===== config.mk =====
export PLATFORM = sky130hd
export DESIGN_NAME = mw_fwd_sel_reg_flat
export DESIGN_NICKNAME = d
export VERILOG_FILES = /design/src/rtl/mw_fwd_sel_reg_if.sv /design/src/rtl/mw_fwd_sel_reg.sv /design/src/flat_wrapper.sv
export SDC_FILE = /design/constraint.sdc
export NUM_CORES = 1
export LEC_CHECK = 0
export CORE_MARGIN = 4
export CORE_UTILIZATION = 32
export DETAILED_ROUTE_END_ITERATION = 8
export PLACE_DENSITY = 0.88
export REMOVE_ABC_BUFFERS = 1
export SETUP_SLACK_MARGIN = 0.5
export SYNTH_ARGS = -nofsm -noshare
export SYNTH_HDL_FRONTEND = slang
export SYNTH_SLANG_ARGS = --single-unit
export TNS_END_PERCENT = 50

===== constraint.sdc =====
create_clock -name clk -period 2.22 [get_ports clk]
set_input_delay 0.444 -clock clk [delete_from_list [all_inputs] [get_ports clk]]
set_output_delay 0.444 -clock clk [all_outputs]
set_load 0.02 [all_outputs]

===== src/rtl/mw_fwd_sel_reg_if.sv =====
// M-stage forward / W-stage write-back bundle between the pipeline control and mw_fwd_sel_reg.
// master drives the M-stage side, slave is the forwarding/W-register block.
interface mw_fwd_sel_reg_if #(
   parameter int unsigned DW   = 32,
   parameter int unsigned NSRC = 4,
   parameter int unsigned SELW = 3
);
   logic [NSRC*DW-1:0] m_src;
   logic [31:0]        m_pc;
   logic [SELW-1:0]    m_sel;
   logic [4:0]         m_rd;
   logic               m_we;
   logic               m_valid;
   logic               md_busy;
   logic               stall;
   logic               flush;
   logic [DW-1:0]      w_late;

   logic [DW-1:0]      m_fwd_data;
   logic               m_fwd_ok;
   logic               stall_req;
   logic [DW-1:0]      w_data;
   logic [4:0]         w_rd;
   logic               w_we;
   logic               w_valid;

   modport master (
      output m_src, m_pc, m_sel, m_rd, m_we, m_valid, md_busy, stall, flush, w_late,
      input  m_fwd_data, m_fwd_ok, stall_req, w_data, w_rd, w_we, w_valid
   );

   modport slave (
      input  m_src, m_pc, m_sel, m_rd, m_we, m_valid, md_busy, stall, flush, w_late,
      output m_fwd_data, m_fwd_ok, stall_req, w_data, w_rd, w_we, w_valid
   );
endinterface


===== src/rtl/mw_fwd_sel_reg.sv =====
// M-stage write-back source select with forwarding, plus the M->W pipeline register.
// Late (load) data is merged at the W output; mult/div results hold the instruction in M.
module mw_fwd_sel_reg #(
   parameter int unsigned DW       = 32,
   parameter int unsigned NSRC     = 4,
   parameter int unsigned SELW     = 3,
   parameter int unsigned PC_SEL   = 2,
   parameter int unsigned PC_OFS   = 8,
   parameter int unsigned MD_SEL   = 3,
   parameter int unsigned LATE_SEL = 1
) (
   input  logic                clk,
   input  logic                reset,
   mw_fwd_sel_reg_if.slave     bus
);
   localparam int unsigned RDW = 5;

   logic [31:0]     pc_link;
   logic [DW-1:0]   fwd_data;
   logic            is_md;
   logic            is_late;
   logic            md_hold;
   logic            fwd_ok;

   logic [DW-1:0]   data_q,  data_d;
   logic [SELW-1:0] sel_q,   sel_d;
   logic [RDW-1:0]  rd_q,    rd_d;
   logic            we_q,    we_d;
   logic            valid_q, valid_d;

   // Source mux; codes at or beyond NSRC forward zero, the PC slot is replaced by the link address
   always_comb begin
      pc_link  = bus.m_pc + 32'(PC_OFS);
      fwd_data = '0;
      for (int unsigned i = 0; i < NSRC; i++) begin
         if (bus.m_sel == SELW'(i)) fwd_data = bus.m_src[i*DW +: DW];
      end
      if (bus.m_sel == SELW'(PC_SEL)) fwd_data = DW'(pc_link);
   end

   always_comb begin
      is_md   = (bus.m_sel == SELW'(MD_SEL));
      is_late = (bus.m_sel == SELW'(LATE_SEL));
      md_hold = bus.m_valid & is_md & bus.md_busy;
      fwd_ok  = bus.m_valid & bus.m_we & (bus.m_rd != '0) & ~is_late & ~(is_md & bus.md_busy);
   end

   assign bus.m_fwd_data = fwd_data;
   assign bus.m_fwd_ok   = fwd_ok;
   assign bus.stall_req  = md_hold;

   // W next state: flush beats stall beats the mult/div hold beats a normal load
   always_comb begin
      data_d  = data_q;
      sel_d   = sel_q;
      rd_d    = rd_q;
      we_d    = we_q;
      valid_d = valid_q;
      if (bus.flush || (!bus.stall && md_hold)) begin
         data_d  = '0;
         sel_d   = '0;
         rd_d    = '0;
         we_d    = 1'b0;
         valid_d = 1'b0;
      end else if (!bus.stall) begin
         data_d  = is_late ? '0 : fwd_data;
         sel_d   = bus.m_sel;
         rd_d    = bus.m_rd;
         we_d    = bus.m_we;
         valid_d = bus.m_valid;
      end
   end

   always_ff @(posedge clk or negedge reset) begin
      if (!reset) begin
         data_q  <= '0;
         sel_q   <= '0;
         rd_q    <= '0;
         we_q    <= 1'b0;
         valid_q <= 1'b0;
      end else begin
         data_q  <= data_d;
         sel_q   <= sel_d;
         rd_q    <= rd_d;
         we_q    <= we_d;
         valid_q <= valid_d;
      end
   end

   // Load data only exists in W, so it bypasses the register here
   assign bus.w_data  = (sel_q == SELW'(LATE_SEL)) ? bus.w_late : data_q;
   assign bus.w_rd    = rd_q;
   assign bus.w_we    = we_q & valid_q & (rd_q != '0);
   assign bus.w_valid = valid_q;
endmodule


===== src/flat_wrapper.sv =====
// flat-port wrapper written by rule: the top's interface ports become plain ports
module mw_fwd_sel_reg_flat 
#(
   parameter int unsigned DW       = 32,
   parameter int unsigned NSRC     = 4,
   parameter int unsigned SELW     = 3,
   parameter int unsigned PC_SEL   = 2,
   parameter int unsigned PC_OFS   = 8,
   parameter int unsigned MD_SEL   = 3,
   parameter int unsigned LATE_SEL = 1
)
  (clk, reset, bus_m_src, bus_m_pc, bus_m_sel, bus_m_rd, bus_m_we, bus_m_valid, bus_md_busy, bus_stall, bus_flush, bus_w_late, bus_m_fwd_data, bus_m_fwd_ok, bus_stall_req, bus_w_data, bus_w_rd, bus_w_we, bus_w_valid);
  mw_fwd_sel_reg_if #(.DW(DW), .NSRC(NSRC), .SELW(SELW)) bus_i ();
  input  logic clk;
  input  logic reset;
  input wire logic [$bits(bus_i.m_src)-1:0] bus_m_src;
  input wire logic [$bits(bus_i.m_pc)-1:0] bus_m_pc;
  input wire logic [$bits(bus_i.m_sel)-1:0] bus_m_sel;
  input wire logic [$bits(bus_i.m_rd)-1:0] bus_m_rd;
  input wire logic [$bits(bus_i.m_we)-1:0] bus_m_we;
  input wire logic [$bits(bus_i.m_valid)-1:0] bus_m_valid;
  input wire logic [$bits(bus_i.md_busy)-1:0] bus_md_busy;
  input wire logic [$bits(bus_i.stall)-1:0] bus_stall;
  input wire logic [$bits(bus_i.flush)-1:0] bus_flush;
  input wire logic [$bits(bus_i.w_late)-1:0] bus_w_late;
  output wire logic [$bits(bus_i.m_fwd_data)-1:0] bus_m_fwd_data;
  output wire logic [$bits(bus_i.m_fwd_ok)-1:0] bus_m_fwd_ok;
  output wire logic [$bits(bus_i.stall_req)-1:0] bus_stall_req;
  output wire logic [$bits(bus_i.w_data)-1:0] bus_w_data;
  output wire logic [$bits(bus_i.w_rd)-1:0] bus_w_rd;
  output wire logic [$bits(bus_i.w_we)-1:0] bus_w_we;
  output wire logic [$bits(bus_i.w_valid)-1:0] bus_w_valid;
  assign bus_i.m_src = bus_m_src;
  assign bus_i.m_pc = bus_m_pc;
  assign bus_i.m_sel = bus_m_sel;
  assign bus_i.m_rd = bus_m_rd;
  assign bus_i.m_we = bus_m_we;
  assign bus_i.m_valid = bus_m_valid;
  assign bus_i.md_busy = bus_md_busy;
  assign bus_i.stall = bus_stall;
  assign bus_i.flush = bus_flush;
  assign bus_i.w_late = bus_w_late;
  assign bus_m_fwd_data = bus_i.m_fwd_data;
  assign bus_m_fwd_ok = bus_i.m_fwd_ok;
  assign bus_stall_req = bus_i.stall_req;
  assign bus_w_data = bus_i.w_data;
  assign bus_w_rd = bus_i.w_rd;
  assign bus_w_we = bus_i.w_we;
  assign bus_w_valid = bus_i.w_valid;
  mw_fwd_sel_reg #(.DW(DW), .NSRC(NSRC), .SELW(SELW), .PC_SEL(PC_SEL), .PC_OFS(PC_OFS), .MD_SEL(MD_SEL), .LATE_SEL(LATE_SEL)) u_core (.clk(clk), .reset(reset), .bus(bus_i));
endmodule

==> flow_summary.html <==
<table>
<tr><th>Metric</th><th>Value</th></tr>
<tr><th colspan="2">Global route</th></tr>
<tr><td>Wire length of the first global-routing pass</td><td>28900 µm</td></tr>
<tr><td>Maximum number of pins on one net before global-route repair</td><td>23</td></tr>
<tr><td>Vias in the first global route</td><td>5541</td></tr>
<tr><td>Met3 Resource Use GR</td><td>0.0595</td></tr>
<tr><td>Antenna violations before repair</td><td>2</td></tr>
<tr><td>GRT Total Usage</td><td>0.279</td></tr>
<tr><td>Global-route track usage on met1</td><td>0.298</td></tr>
<tr><td>Most heavily used metal layer in global routing</td><td>met2</td></tr>
<tr><td>Congestion Overflow GR</td><td>0</td></tr>
<tr><td>Met2 GRT Util</td><td>0.527</td></tr>
<tr><th colspan="2">Clocking</th></tr>
<tr><td>Clock transition at the registers of the reported paths</td><td>70 ps</td></tr>
<tr><td>H-tree lvl count</td><td>2</td></tr>
<tr><td>Clock sink total</td><td>42</td></tr>
<tr><td>TritonCTS clock tree</td><td>done</td></tr>
<tr><td>Bufs on Longest Clock Path</td><td>2</td></tr>
<tr><td>Skew-Pair Late Insertion Delay</td><td>290 ps</td></tr>
<tr><td>Root buf cell</td><td>sky130_fd_sc_hd__clkbuf_16</td></tr>
<tr><td>TritonCTS Buffers</td><td>5</td></tr>
<tr><th colspan="2">Timing</th></tr>
<tr><td>Post-route clock skew</td><td>0 ps</td></tr>
<tr><td>Hold Fails Final Rpt</td><td>0</td></tr>
<tr><td>Final setup violation count</td><td>37</td></tr>
<tr><td>Sum of negative setup slack</td><td>-3410 ps</td></tr>
<tr><td>Transition at the pin with the smallest max-transition slack</td><td>409 ps</td></tr>
<tr><td>Max_slew headroom</td><td>0.727</td></tr>
<tr><td>Time the worst path needs with I/O delays and setup</td><td>2500 ps</td></tr>
<tr><td>Setup WS post-layout</td><td>-276 ps</td></tr>
<tr><td>Share of the cycle needed by the critical path after routing</td><td>1.12</td></tr>
<tr><td>Number of max-slew violations in the final report</td><td>0</td></tr>
<tr><td>Highest clock frequency the design can meet</td><td>401 MHz</td></tr>
<tr><td>Hold slack</td><td>490 ps</td></tr>
<tr><td>RSZ-0062 raised after global routing</td><td>true</td></tr>
<tr><th colspan="2">Setup path</th></tr>
<tr><td>Launch instance of the worst register-to-register path</td><td>u_core.sel_q[1]$_DFFE_PN0P_</td></tr>
<tr><td>Critical Path Most Common Cell</td><td>sky130_fd_sc_hd__buf_4</td></tr>
<tr><td>Worst R2R Setup Slack</td><td>1360 ps</td></tr>
<tr><td>Critical path required time</td><td>1780 ps</td></tr>
<tr><td>Launching element of the worst setup path</td><td>bus_m_pc[3]</td></tr>
<tr><td>Arrival time at the worst endpoint</td><td>2050 ps</td></tr>
<tr><td>Worst-path cell with the longest stage delay</td><td>sky130_fd_sc_hd__mux4_2</td></tr>
<tr><td>Critical path cell sequence</td><td>buf_8, ha_4, buf_4, buf_6, and3_4, xor2_2, mux4_2, nor2b_1, buf_4</td></tr>
<tr><td>Length in cells of the worst reg-to-reg path</td><td>2</td></tr>
<tr><td>Capture point of the worst reg-to-reg path</td><td>u_core.sel_q[1]$_DFFE_PN0P_</td></tr>
<tr><td>Largest stage delay on the critical path</td><td>490 ps</td></tr>
<tr><td>Category of the critical setup timing path</td><td>in2out</td></tr>
<tr><td>Crit path max fanout</td><td>3</td></tr>
<tr><td>Startpoint kind of the worst setup timing path</td><td>primary input</td></tr>
<tr><td>Nature of the critical path endpoint</td><td>primary output</td></tr>
<tr><th colspan="2">Hold path</th></tr>
<tr><td>Worst-case hold path end point</td><td>u_core.data_q[10]$_DFFE_PN0P_</td></tr>
<tr><td>Hold path start</td><td>u_core.data_q[10]$_DFFE_PN0P_</td></tr>
<tr><td>Hold Path Stages</td><td>2</td></tr>
<tr><td>Classification of the worst-slack hold path</td><td>reg2reg</td></tr>
<tr><th colspan="2">Power</th></tr>
<tr><td>Worst IR Drop VDD</td><td>0.331 mV</td></tr>
<tr><td>Static Leakage</td><td>3.89 nW</td></tr>
<tr><td>Total power draw</td><td>3.14 mW</td></tr>
<tr><td>Power per standard cell area</td><td>367 nW/µm²</td></tr>
<tr><th colspan="2">Synth</th></tr>
<tr><td>Proportion of netlist area held by the largest area contributor</td><td>0.281</td></tr>
<tr><td>Area contributors post-synth</td><td>sky130_fd_sc_hd__dfrtp_1 28%, sky130_fd_sc_hd__mux2_2 15%, sky130_fd_sc_hd__a22o_1 6.3%</td></tr>
<tr><td>Number of distinct library cells after synthesis</td><td>52</td></tr>
<tr><td>Total standard cell area after synthesis</td><td>3740 µm²</td></tr>
<tr><td>Total of warnings raised by yosys</td><td>0</td></tr>
<tr><td>Leading post-synthesis cells by instance count</td><td>49 x sky130_fd_sc_hd__mux2_2, 42 x sky130_fd_sc_hd__dfrtp_1, 27 x sky130_fd_sc_hd__a22o_1</td></tr>
<tr><td>Most repeated cell in the gate-level netlist after synthesis</td><td>sky130_fd_sc_hd__mux2_2</td></tr>
<tr><td>Prevailing post-synth register cell</td><td>sky130_fd_sc_hd__dfrtp_1</td></tr>
<tr><td>Sequential share of the synthesized area</td><td>0.281</td></tr>
<tr><td>Post-synth EDFFs</td><td>0</td></tr>
<tr><td>Flop and latch count out of synthesis</td><td>42</td></tr>
<tr><td>Number of instances in the synthesized netlist</td><td>393</td></tr>
<tr><td>Average size of a mapped cell</td><td>9.51 µm²</td></tr>
<tr><td>Post-synth top area cell</td><td>sky130_fd_sc_hd__dfrtp_1</td></tr>
<tr><td>Post-synthesis async set-or-reset flop share</td><td>1.00</td></tr>
<tr><th colspan="2">Detailed routing</th></tr>
<tr><td>Drt first pass iters</td><td>5</td></tr>
<tr><td>Number of vias per cell after detailed routing</td><td>5.59</td></tr>
<tr><td>Vias</td><td>5134</td></tr>
<tr><td>Remaining number of nets flagged by the antenna check after routing</td><td>0</td></tr>
<tr><td>Residual DRC</td><td>0</td></tr>
<tr><td>Drt first-iter violations</td><td>324</td></tr>
<tr><td>Aggregate routed wire length</td><td>20200 µm</td></tr>
<tr><td>Wire length per cell after detailed routing</td><td>22.0 µm</td></tr>
<tr><th colspan="2">Finish</th></tr>
<tr><td>Post-route design area</td><td>8550 µm²</td></tr>
<tr><td>Area occupied by multi-input gates</td><td>3140 µm²</td></tr>
<tr><td>Combined flip-flop and latch cell area</td><td>1050 µm²</td></tr>
<tr><td>Number of inserted diodes</td><td>0</td></tr>
<tr><td>Final core occ</td><td>0.749</td></tr>
<tr><td>Net count, final</td><td>982</td></tr>
<tr><td>Share of post-route cells with drive strength above 1</td><td>0.515</td></tr>
<tr><td>Layout fillers</td><td>746</td></tr>
<tr><td>Final cell count without fillers</td><td>918</td></tr>
<tr><td>Layout area overhead</td><td>129%</td></tr>
<tr><th colspan="2">Place</th></tr>
<tr><td>Number of port buffers</td><td>247</td></tr>
<tr><td>Dpl cell area</td><td>7010 µm²</td></tr>
<tr><td>Detailed-placement wirelength estimate</td><td>14100 µm</td></tr>
<tr><td>Placed insts</td><td>855</td></tr>
<tr><td>Post-Place Worst Slack</td><td>-1230 ps</td></tr>
<tr><td>RePlAce Congestion</td><td>0.899</td></tr>
<tr><th colspan="2">Die</th></tr>
<tr><td>Row count</td><td>39</td></tr>
<tr><td>Ports placed on the boundary</td><td>280</td></tr>
<tr><td>Die height</td><td>116 µm</td></tr>
<tr><td>Die X</td><td>116 µm</td></tr>
<tr><td>Die Outline Area</td><td>13500 µm²</td></tr>
<tr><td>Effective utilization at floorplan</td><td>0.327</td></tr>
<tr><td>Placeable core region</td><td>11400 µm²</td></tr>
<tr><th colspan="2">Status</th></tr>
<tr><td>Violated checks</td><td>setup timing</td></tr>
<tr><td>Run status</td><td>finished, violations left</td></tr>
<tr><th colspan="2">Run</th></tr>
<tr><td>Max Cap Viol</td><td>0</td></tr>
</table>
worst max-delay path, delay by kind of cell:
family	cells	cell delay, ps
XOR/XNOR	1	140
multiplexers	1	490
AND/OR/NAND/NOR	2	320
buffers and inverters	4	500
adder cells (fa/ha/maj)	1	150
layout make-up:
class,instances,area share
Clock buffer,5,0.0146
Clock inverter,3,0.00293
Inverter,7,0.00307
Multi-Input combinational cell,311,0.367
Sequential cell,42,0.123
Tap cell,143,0.0209
Timing Repair Buffer,407,0.468
per-layer routing:
metal,wire length (µm),part of all wire
met4,801,0.040
met5,21,0.0010
met2,10700,0.53
met1,7070,0.35
met3,1590,0.079
power breakdown:
part,internal (mW),total (mW),switching [mW]
sequential,0.801,0.826,0.0256
clock,0.424,0.768,0.344
combinational,0.893,1.54,0.650
repair_timing:
action,CTS,global route
pin swaps,62,37
hold buffers,1,0
gates resized for setup,640,100
hold endpoints to repair,5,0
endpoints found under the setup margin,114,108
gates cloned,4,0
setup buffers,30,20
worst max path at each step:
stage	to	cells past startpoint
final	bus_m_fwd_data[7]	9
after CTS	bus_m_fwd_data[27]	8
after global placement	bus_m_fwd_data[18]	7
after global routing	bus_m_fwd_data[7]	9
after floorplan	bus_w_data[0]	2
after detailed placement	bus_m_fwd_data[18]	7
registers in the layout, indices dropped and copies added, names as in the netlist:
| name | count |
|---|---|
| u_core.data_q | 32 |
| u_core.bus.w_rd | 5 |
| u_core.sel_q | 3 |
| u_core.bus.w_valid | 1 |
| u_core.we_q | 1 |
logic make-up after synthesis:
group           count (synthesis)  synth area share
simple gates                  115             0.166
compound gates                111             0.223
mux                            65             0.217
flops                          42             0.281
buf+inv                        40            0.0619
xor+xnor                       19            0.0465
fa+ha+maj                       1           0.00335
placed cells by master (no fill, tap or decap), types with 4 or more instances in the layout:
cell type,count
sky130_fd_sc_hd__buf_4,123
sky130_fd_sc_hd__clkdlybuf4s50_1,115
sky130_fd_sc_hd__buf_6,90
sky130_fd_sc_hd__dfrtp_1,42
sky130_fd_sc_hd__dlygate4sd2_1,39
sky130_fd_sc_hd__mux2_4,38
sky130_fd_sc_hd__a22o_1,27
sky130_fd_sc_hd__nand2_1,22
sky130_fd_sc_hd__buf_12,15
sky130_fd_sc_hd__nor2_1,13
sky130_fd_sc_hd__mux2_2,11
sky130_fd_sc_hd__o22ai_1,11
sky130_fd_sc_hd__a22oi_1,10
sky130_fd_sc_hd__buf_2,9
sky130_fd_sc_hd__nor3_4,8
sky130_fd_sc_hd__mux2i_1,8
sky130_fd_sc_hd__mux4_2,8
sky130_fd_sc_hd__o22ai_2,7
sky130_fd_sc_hd__buf_8,7
sky130_fd_sc_hd__o21ai_1,6
sky130_fd_sc_hd__xor2_2,6
sky130_fd_sc_hd__a21oi_1,6
sky130_fd_sc_hd__nor2b_4,6
sky130_fd_sc_hd__o41a_1,6
sky130_fd_sc_hd__inv_1,5
sky130_fd_sc_hd__nand3_1,5
sky130_fd_sc_hd__nand4_1,5
sky130_fd_sc_hd__a211oi_1,5
sky130_fd_sc_hd__a22oi_2,5
sky130_fd_sc_hd__xnor2_1,5
sky130_fd_sc_hd__o21ai_0,5
sky130_fd_sc_hd__clkbuf_16,5
sky130_fd_sc_hd__nor2_4,4
sky130_fd_sc_hd__xnor2_2,4
sky130_fd_sc_hd__nor2_2,4
sky130_fd_sc_hd__a32o_1,4
Power figures use the tool's default switching activity.
